### src/rtl/pe_layer_scheduler.sv
// pe_layer_scheduler: global layer sequencer for the PE array.
// Starts each layer, collects PE fin pulses, waits for drain, repeats.
module pe_layer_scheduler #(
  parameter int NUM_PE       = 16,
  parameter int LAYER_W      = 4,
  parameter int DRAIN_CYCLES = 8
) (
  input  logic               clk,
  input  logic               rst,
  input  logic               start,
  input  logic [LAYER_W-1:0] layer_no,
  input  logic [NUM_PE-1:0]  pe_fin_broadcast,
  input  logic [NUM_PE-1:0]  pe_fin_comp,
  input  logic               net_idle,
  output logic               pe_start_calc,
  output logic               layer_done,
  output logic [LAYER_W-1:0] layer_idx,
  output logic               busy,
  output logic               done,
  output logic               error
);

  localparam int DW = (DRAIN_CYCLES > 0) ?
                      $clog2(DRAIN_CYCLES + 1) : 1;
  localparam logic [DW-1:0] DRAIN_LD = DW'(DRAIN_CYCLES);

  typedef enum logic [2:0] {
    S_IDLE,
    S_START,
    S_RUN,
    S_DRAIN,
    S_LDONE,
    S_FINISH
  } state_t;

  state_t             r_state;
  state_t             w_next;
  logic [NUM_PE-1:0]  r_bcast_seen;
  logic [NUM_PE-1:0]  r_comp_seen;
  logic [NUM_PE-1:0]  w_bcast_m;
  logic [NUM_PE-1:0]  w_comp_m;
  logic [LAYER_W-1:0] r_layer_idx;
  logic [LAYER_W-1:0] r_layer_no;
  logic [DW-1:0]      r_drain_cnt;
  logic               r_error;
  logic               w_all;
  logic               w_last;
  logic               w_any_fin;
  logic               w_dup;
  logic               w_err;
  logic               w_accept;

  assign w_bcast_m = r_bcast_seen | pe_fin_broadcast;
  assign w_comp_m  = r_comp_seen | pe_fin_comp;
  assign w_all     = (&w_bcast_m) & (&w_comp_m);
  assign w_last    = (r_layer_idx == r_layer_no - LAYER_W'(1));
  assign w_any_fin = (|pe_fin_broadcast) | (|pe_fin_comp);
  assign w_dup     = (|(r_bcast_seen & pe_fin_broadcast)) |
                     (|(r_comp_seen & pe_fin_comp));
  assign w_accept  = (r_state == S_IDLE) & start;

  // state register
  always_ff @(posedge clk or posedge rst) begin
    if (rst) r_state <= S_IDLE;
    else     r_state <= w_next;
  end

  // next-state and protocol-violation decode
  always_comb begin
    w_next = r_state;
    w_err  = 1'b0;
    unique case (r_state)
      S_IDLE: begin
        if (start) begin
          if (layer_no != '0) w_next = S_START;
          else                w_next = S_FINISH;
        end
      end
      S_START: begin
        w_err  = w_any_fin;
        w_next = S_RUN;
      end
      S_RUN: begin
        w_err = w_dup;
        if (w_all) w_next = S_DRAIN;
      end
      S_DRAIN: begin
        w_err = w_any_fin;
        if (net_idle && r_drain_cnt == '0)
          w_next = S_LDONE;
      end
      S_LDONE: begin
        w_err  = w_any_fin;
        w_next = w_last ? S_FINISH : S_START;
      end
      S_FINISH: begin
        w_err  = w_any_fin;
        w_next = S_IDLE;
      end
      default: w_next = S_IDLE;
    endcase
  end

  // bitmaps, drain counter, layer index and sticky error
  always_ff @(posedge clk or posedge rst) begin
    if (rst) begin
      r_bcast_seen <= '0;
      r_comp_seen  <= '0;
      r_drain_cnt  <= '0;
      r_layer_idx  <= '0;
      r_layer_no   <= '0;
      r_error      <= 1'b0;
    end else begin
      if (w_accept) begin
        r_error <= 1'b0;
        if (layer_no != '0) r_layer_no <= layer_no;
      end else if (w_err) begin
        r_error <= 1'b1;
      end
      unique case (r_state)
        S_START: begin
          r_bcast_seen <= '0;
          r_comp_seen  <= '0;
        end
        S_RUN: begin
          r_bcast_seen <= w_bcast_m;
          r_comp_seen  <= w_comp_m;
          if (w_all) r_drain_cnt <= DRAIN_LD;
        end
        S_DRAIN: begin
          if (!net_idle)
            r_drain_cnt <= DRAIN_LD;
          else if (r_drain_cnt != '0)
            r_drain_cnt <= r_drain_cnt - DW'(1);
        end
        S_LDONE: begin
          if (!w_last)
            r_layer_idx <= r_layer_idx + LAYER_W'(1);
        end
        S_FINISH: r_layer_idx <= '0;
        default: ;
      endcase
    end
  end

  assign pe_start_calc = (r_state == S_START);
  assign layer_done    = (r_state == S_LDONE);
  assign done          = (r_state == S_FINISH);
  assign busy          = (r_state != S_IDLE);
  assign layer_idx     = r_layer_idx;
  assign error         = r_error;

endmodule

### config.mk
export PLATFORM = sky130hd
export DESIGN_NAME = pe_layer_scheduler
export DESIGN_NICKNAME = d
export VERILOG_FILES = /design/src/rtl/pe_layer_scheduler.sv
export SDC_FILE = /design/constraint.sdc
export NUM_CORES = 1
export LEC_CHECK = 0
export ABC_CLOCK_PERIOD_IN_PS = 2200
export CAP_MARGIN = 20
export CORE_MARGIN = 8
export CORE_UTILIZATION = 50
export DETAILED_ROUTE_END_ITERATION = 16
export PLACE_DENSITY = 0.78
export SLEW_MARGIN = 30
export SYNTH_ARGS = -nofsm -noshare
export SYNTH_HDL_FRONTEND = slang
export SYNTH_SLANG_ARGS = --single-unit
export TNS_END_PERCENT = 5
### constraint.sdc
create_clock -name clk -period 2.2 [get_ports clk]
set_clock_uncertainty 0.05 [all_clocks]
set_input_delay 0.44 -clock clk [delete_from_list [all_inputs] [get_ports clk]]
set_output_delay 0.44 -clock clk [all_outputs]
set_load 0.05 [all_outputs]
==> results.ini, run 1 <==
[sta]
max_freq_mhz=476
tightest_slew_ps=503
setup_ws_ps=101
finalCritPeriodShare_pct=95.4
hold_viol_final=0
rsz0062_at_grt=no
tns_ps=0
setup_viol=0
finalMaxSlewViolations=0
period_needed_ps=2100
relSlewSlack_pct=66.4

[power]
peakVddDrop_v=0.000584
clock_power_share_pct=12.8
cellPowerDensity_mw_per_mm2=1330
seqPwrFrac_pct=40.6
cellLeakagePower_uw=0.00137
p_comb_share_pct=46.7
p_int_uw=2440
switchingPower_uw=1860
power_switching_share_pct=43.2

[synth]
synth_seq_cells=48
yosys.area.top_type=dfrtp_1
synth_nets=308
synth_area_mm2=0.00248
ys_seq_area_share_pct=48.4
synth_cell_types=46
synth_edf_count=0
synthTopCellsByArea=dfrtp_1, a21oi_1, nor2_1, o22ai_1, nor4_1
postSynthCellCount=265
async_flop_share_pct=100
yosys_warnings=0
synth_top_area_share_pct=48.4
synth_flop_cell=dfrtp_1
synth.avg_cell_area_um2=9.37

[detailed_routing]
drtIter0Drc=194
via_per_inst=5.89
antenna_left=0
top_layer=met4
first_pass_iters=4
post-route-drc-count=0
vias=2307
wl_per_cell_um=16.7
routed_wl_um=6540
dr_wl_met2_um=3290
wl_met3_um=354
wl_met1_um=2730

[setup_path]
crit_path_max_incr_delay_ps=840
ff2ff_setup_slack_ps=360
critPathMaxFanout=6
crit_family=buffers and inverters
critPathKind=flop to output port
r2r_end=r_state[2]
cp.buffers_inverters=1
slowest_stage=clkdlybuf4s50_1
startpoint_type=flop
crit_required_ps=1710
worst_ep_arrival_time_ps=1610
cp-end-kind=output port
worstPathCellList=clkdlybuf4s50_1
r2r_cells=7
r2r_start=r_layer_no[0]

[global_routing]
grt_pass1_wl_um=11000
grt_max_degree=49
track_usage_pct=18.3
grt_pass1_vias=2350
gr-total-overflow=0
antenna_found_initial=0

[die]
dieWidth_um=86.5
rows=25
core_mm2=0.00475
die_height_um=86.5
initial_core_util_pct=52.2
dieArea_mm2=0.00748
io_pins=49

[hold_path]
hold_class=primary input to async pin

[clocking]
clockBufferDepth=2
post_cts_buffers=0
clk_pin_slew_ps=90
cts_resized=0
tritoncts=done
cts_sinks=48
cts_max_level=2
cts_root_buf=clkbuf_8
numCtsBuffers=5
cts_hold_buf=0
clkLatencyLatePin_ps=310

[final_layout]
n_antenna_cell=0
postLayoutCellArea_mm2=0.00323
final_cells=392
multi_input_area_mm2=0.00117
nets=367
n_fill_cell=413
regArea_mm2=0.00120
areaGrowthSynthToFinish_pct=30.2
drive_above_1_share_pct=11.1

[place]
dp_cells=384
portBuffers=48
dp_hpwl_um=4890
placed_area_mm2=0.00314
pre_cts_ws_ps=50.6
gp_congestion=0.872

[status]
outcome=finished clean

[job]
maxCapViolCount=0

==> synthesized netlist by cell type, types with 2 or more instances <==
cell and instances:
dfrtp_1 48, nor2_1 43, a21oi_1 36, o22ai_1 17, nand2_1 13, inv_1 11
nor4_1 10, a22oi_1 8, a22o_1 6, nand4_1 6, nand3_1 5, nor3_1 5
a221oi_1 4, o21ai_0 4, buf_4 3, clkbuf_1 3, ha_1 3, mux2i_1 3
or3_1 3, xnor2_1 3, xor2_1 3, a31oi_1 2, and3_1 2, buf_6 2
==> power by group through the flow <==
| stage | clock network, uW | registers, uW | logic [uW] |
|---|---|---|---|
| after floorplan | 0 | 1700 | 1460 |
| after global placement | 0 | 1740 | 1940 |
| after detailed placement | 0 | 1750 | 2010 |
| after CTS | 564 | 1740 | 2020 |
| after global routing | 600 | 1810 | 2250 |
| final | 550 | 1750 | 2010 |
==> flip-flops by register name (all words and copies together), names as in the netlist <==
register,flops
error,1
layer_idx,4
r_bcast_seen,16
r_comp_seen,16
r_drain_cnt,4
r_layer_no,4
r_state,3
==> stage by stage <==
| stage | power, uW | utilization [%] | hold WS [ps] |
|---|---|---|---|
| global route | 4660 | 68.0 | 441 |
| CTS | 4320 | 68.0 | 439 |
| finish | 4310 | 68.0 | 429 |
| global placement | 3680 | 66.0 | 445 |
| floorplan | 3160 | - | 419 |
| detailed placement | 3760 | 66.0 | 458 |
==> cells by family (layout without fill, tap and decap cells) <==
logic type | after synthesis | in the layout | share of synthesized area [%]
flip-flops | 48 | 48 | 48.4
buffers and inverters | 21 | 81 | 4.68
AO/OA/AOI/OAI | 85 | 85 | 21.6
XOR/XNOR | 6 | 6 | 2.12
adder cells (fa/ha/maj) | 3 | 3 | 1.51
multiplexers | 3 | 3 | 1.21
AND/OR/NAND/NOR | 99 | 99 | 20.5
==> how the worst max path moves through the flow <==
stage,to,slack [ps],start,cells past startpoint
after CTS,layer_idx[0],90,layer_idx[0],1
after global routing,layer_idx[0],60,layer_idx[0],1
after detailed placement,r_state[2],50,pe_fin_comp[2],6
final,layer_idx[0],100,layer_idx[0],1
after global placement,r_state[2],90,pe_fin_comp[2],6
after floorplan,pe_start_calc,250,r_state[2],3
==> cells in the final DEF (no fill, tap or decap), types with 2 or more instances in the layout <==
master and instances:
a31oi_1 2, xnor2_1 3, buf_4 13, buf_12 5
nor3_1 5, nand4_1 6, dfrtp_1 48, nor4_1 10
or3_1 3, a21oi_1 36, nand2_1 13, a221oi_1 4
a22oi_1 8, ha_1 3, and3_1 2, nor2_1 43
o21ai_0 4, inv_1 10, mux2i_1 3, a22o_1 6
nor2b_2 2, clkbuf_8 6, clkdlybuf4s50_1 44, nand3_1 5
xor2_1 3, o22ai_1 17
==> area by class of cell <==
type / count / share of cell area, %
Clock buffer: 7 / 2.67
Clock inverter: 1 / 0.232
Inverter: 11 / 1.28
Multi-Input combinational cell: 196 / 36.3
Sequential cell: 48 / 37.2
Tap cell: 67 / 2.59
Timing Repair Buffer: 62 / 19.7
==> routing by layer <==
| metal | global-route usage (%) | vias up |
|---|---|---|
| met5 | 0 | - |
| met3 | 4.35 | 17 |
| met1 | 22.1 | 1105 |
| met2 | 30.6 | 84 |
| met4 | 7.04 | 0 |
| li1 | - | 1101 |
Power figures use the tool's default switching activity.
==> inputs of run 2 (changes only) <==
--- a/config.mk
+++ b/config.mk
@@ -6,10 +6,10 @@
 export NUM_CORES = 1
 export LEC_CHECK = 0
 export ABC_CLOCK_PERIOD_IN_PS = 2200
-export CAP_MARGIN = 20
 export CORE_MARGIN = 8
 export CORE_UTILIZATION = 50
 export DETAILED_ROUTE_END_ITERATION = 16
+export GPL_ROUTABILITY_DRIVEN = 1
 export PLACE_DENSITY = 0.78
 export SLEW_MARGIN = 30
 export SYNTH_ARGS = -nofsm -noshare
==> results of run 2 <==
Same layout as run 1: the final DEF is identical, and so are final timing and power.
==> inputs of run 3 (changes only) <==
--- a/config.mk
+++ b/config.mk
@@ -11,6 +11,7 @@
 export DETAILED_ROUTE_END_ITERATION = 16
 export GPL_ROUTABILITY_DRIVEN = 1
 export PLACE_DENSITY = 0.78
+export SKIP_LAST_GASP = 1
 export SLEW_MARGIN = 30
 export SYNTH_ARGS = -nofsm -noshare
 export SYNTH_HDL_FRONTEND = slang
==> results of run 3 <==
Same layout as run 1: the final DEF is identical, and so are final timing and power.
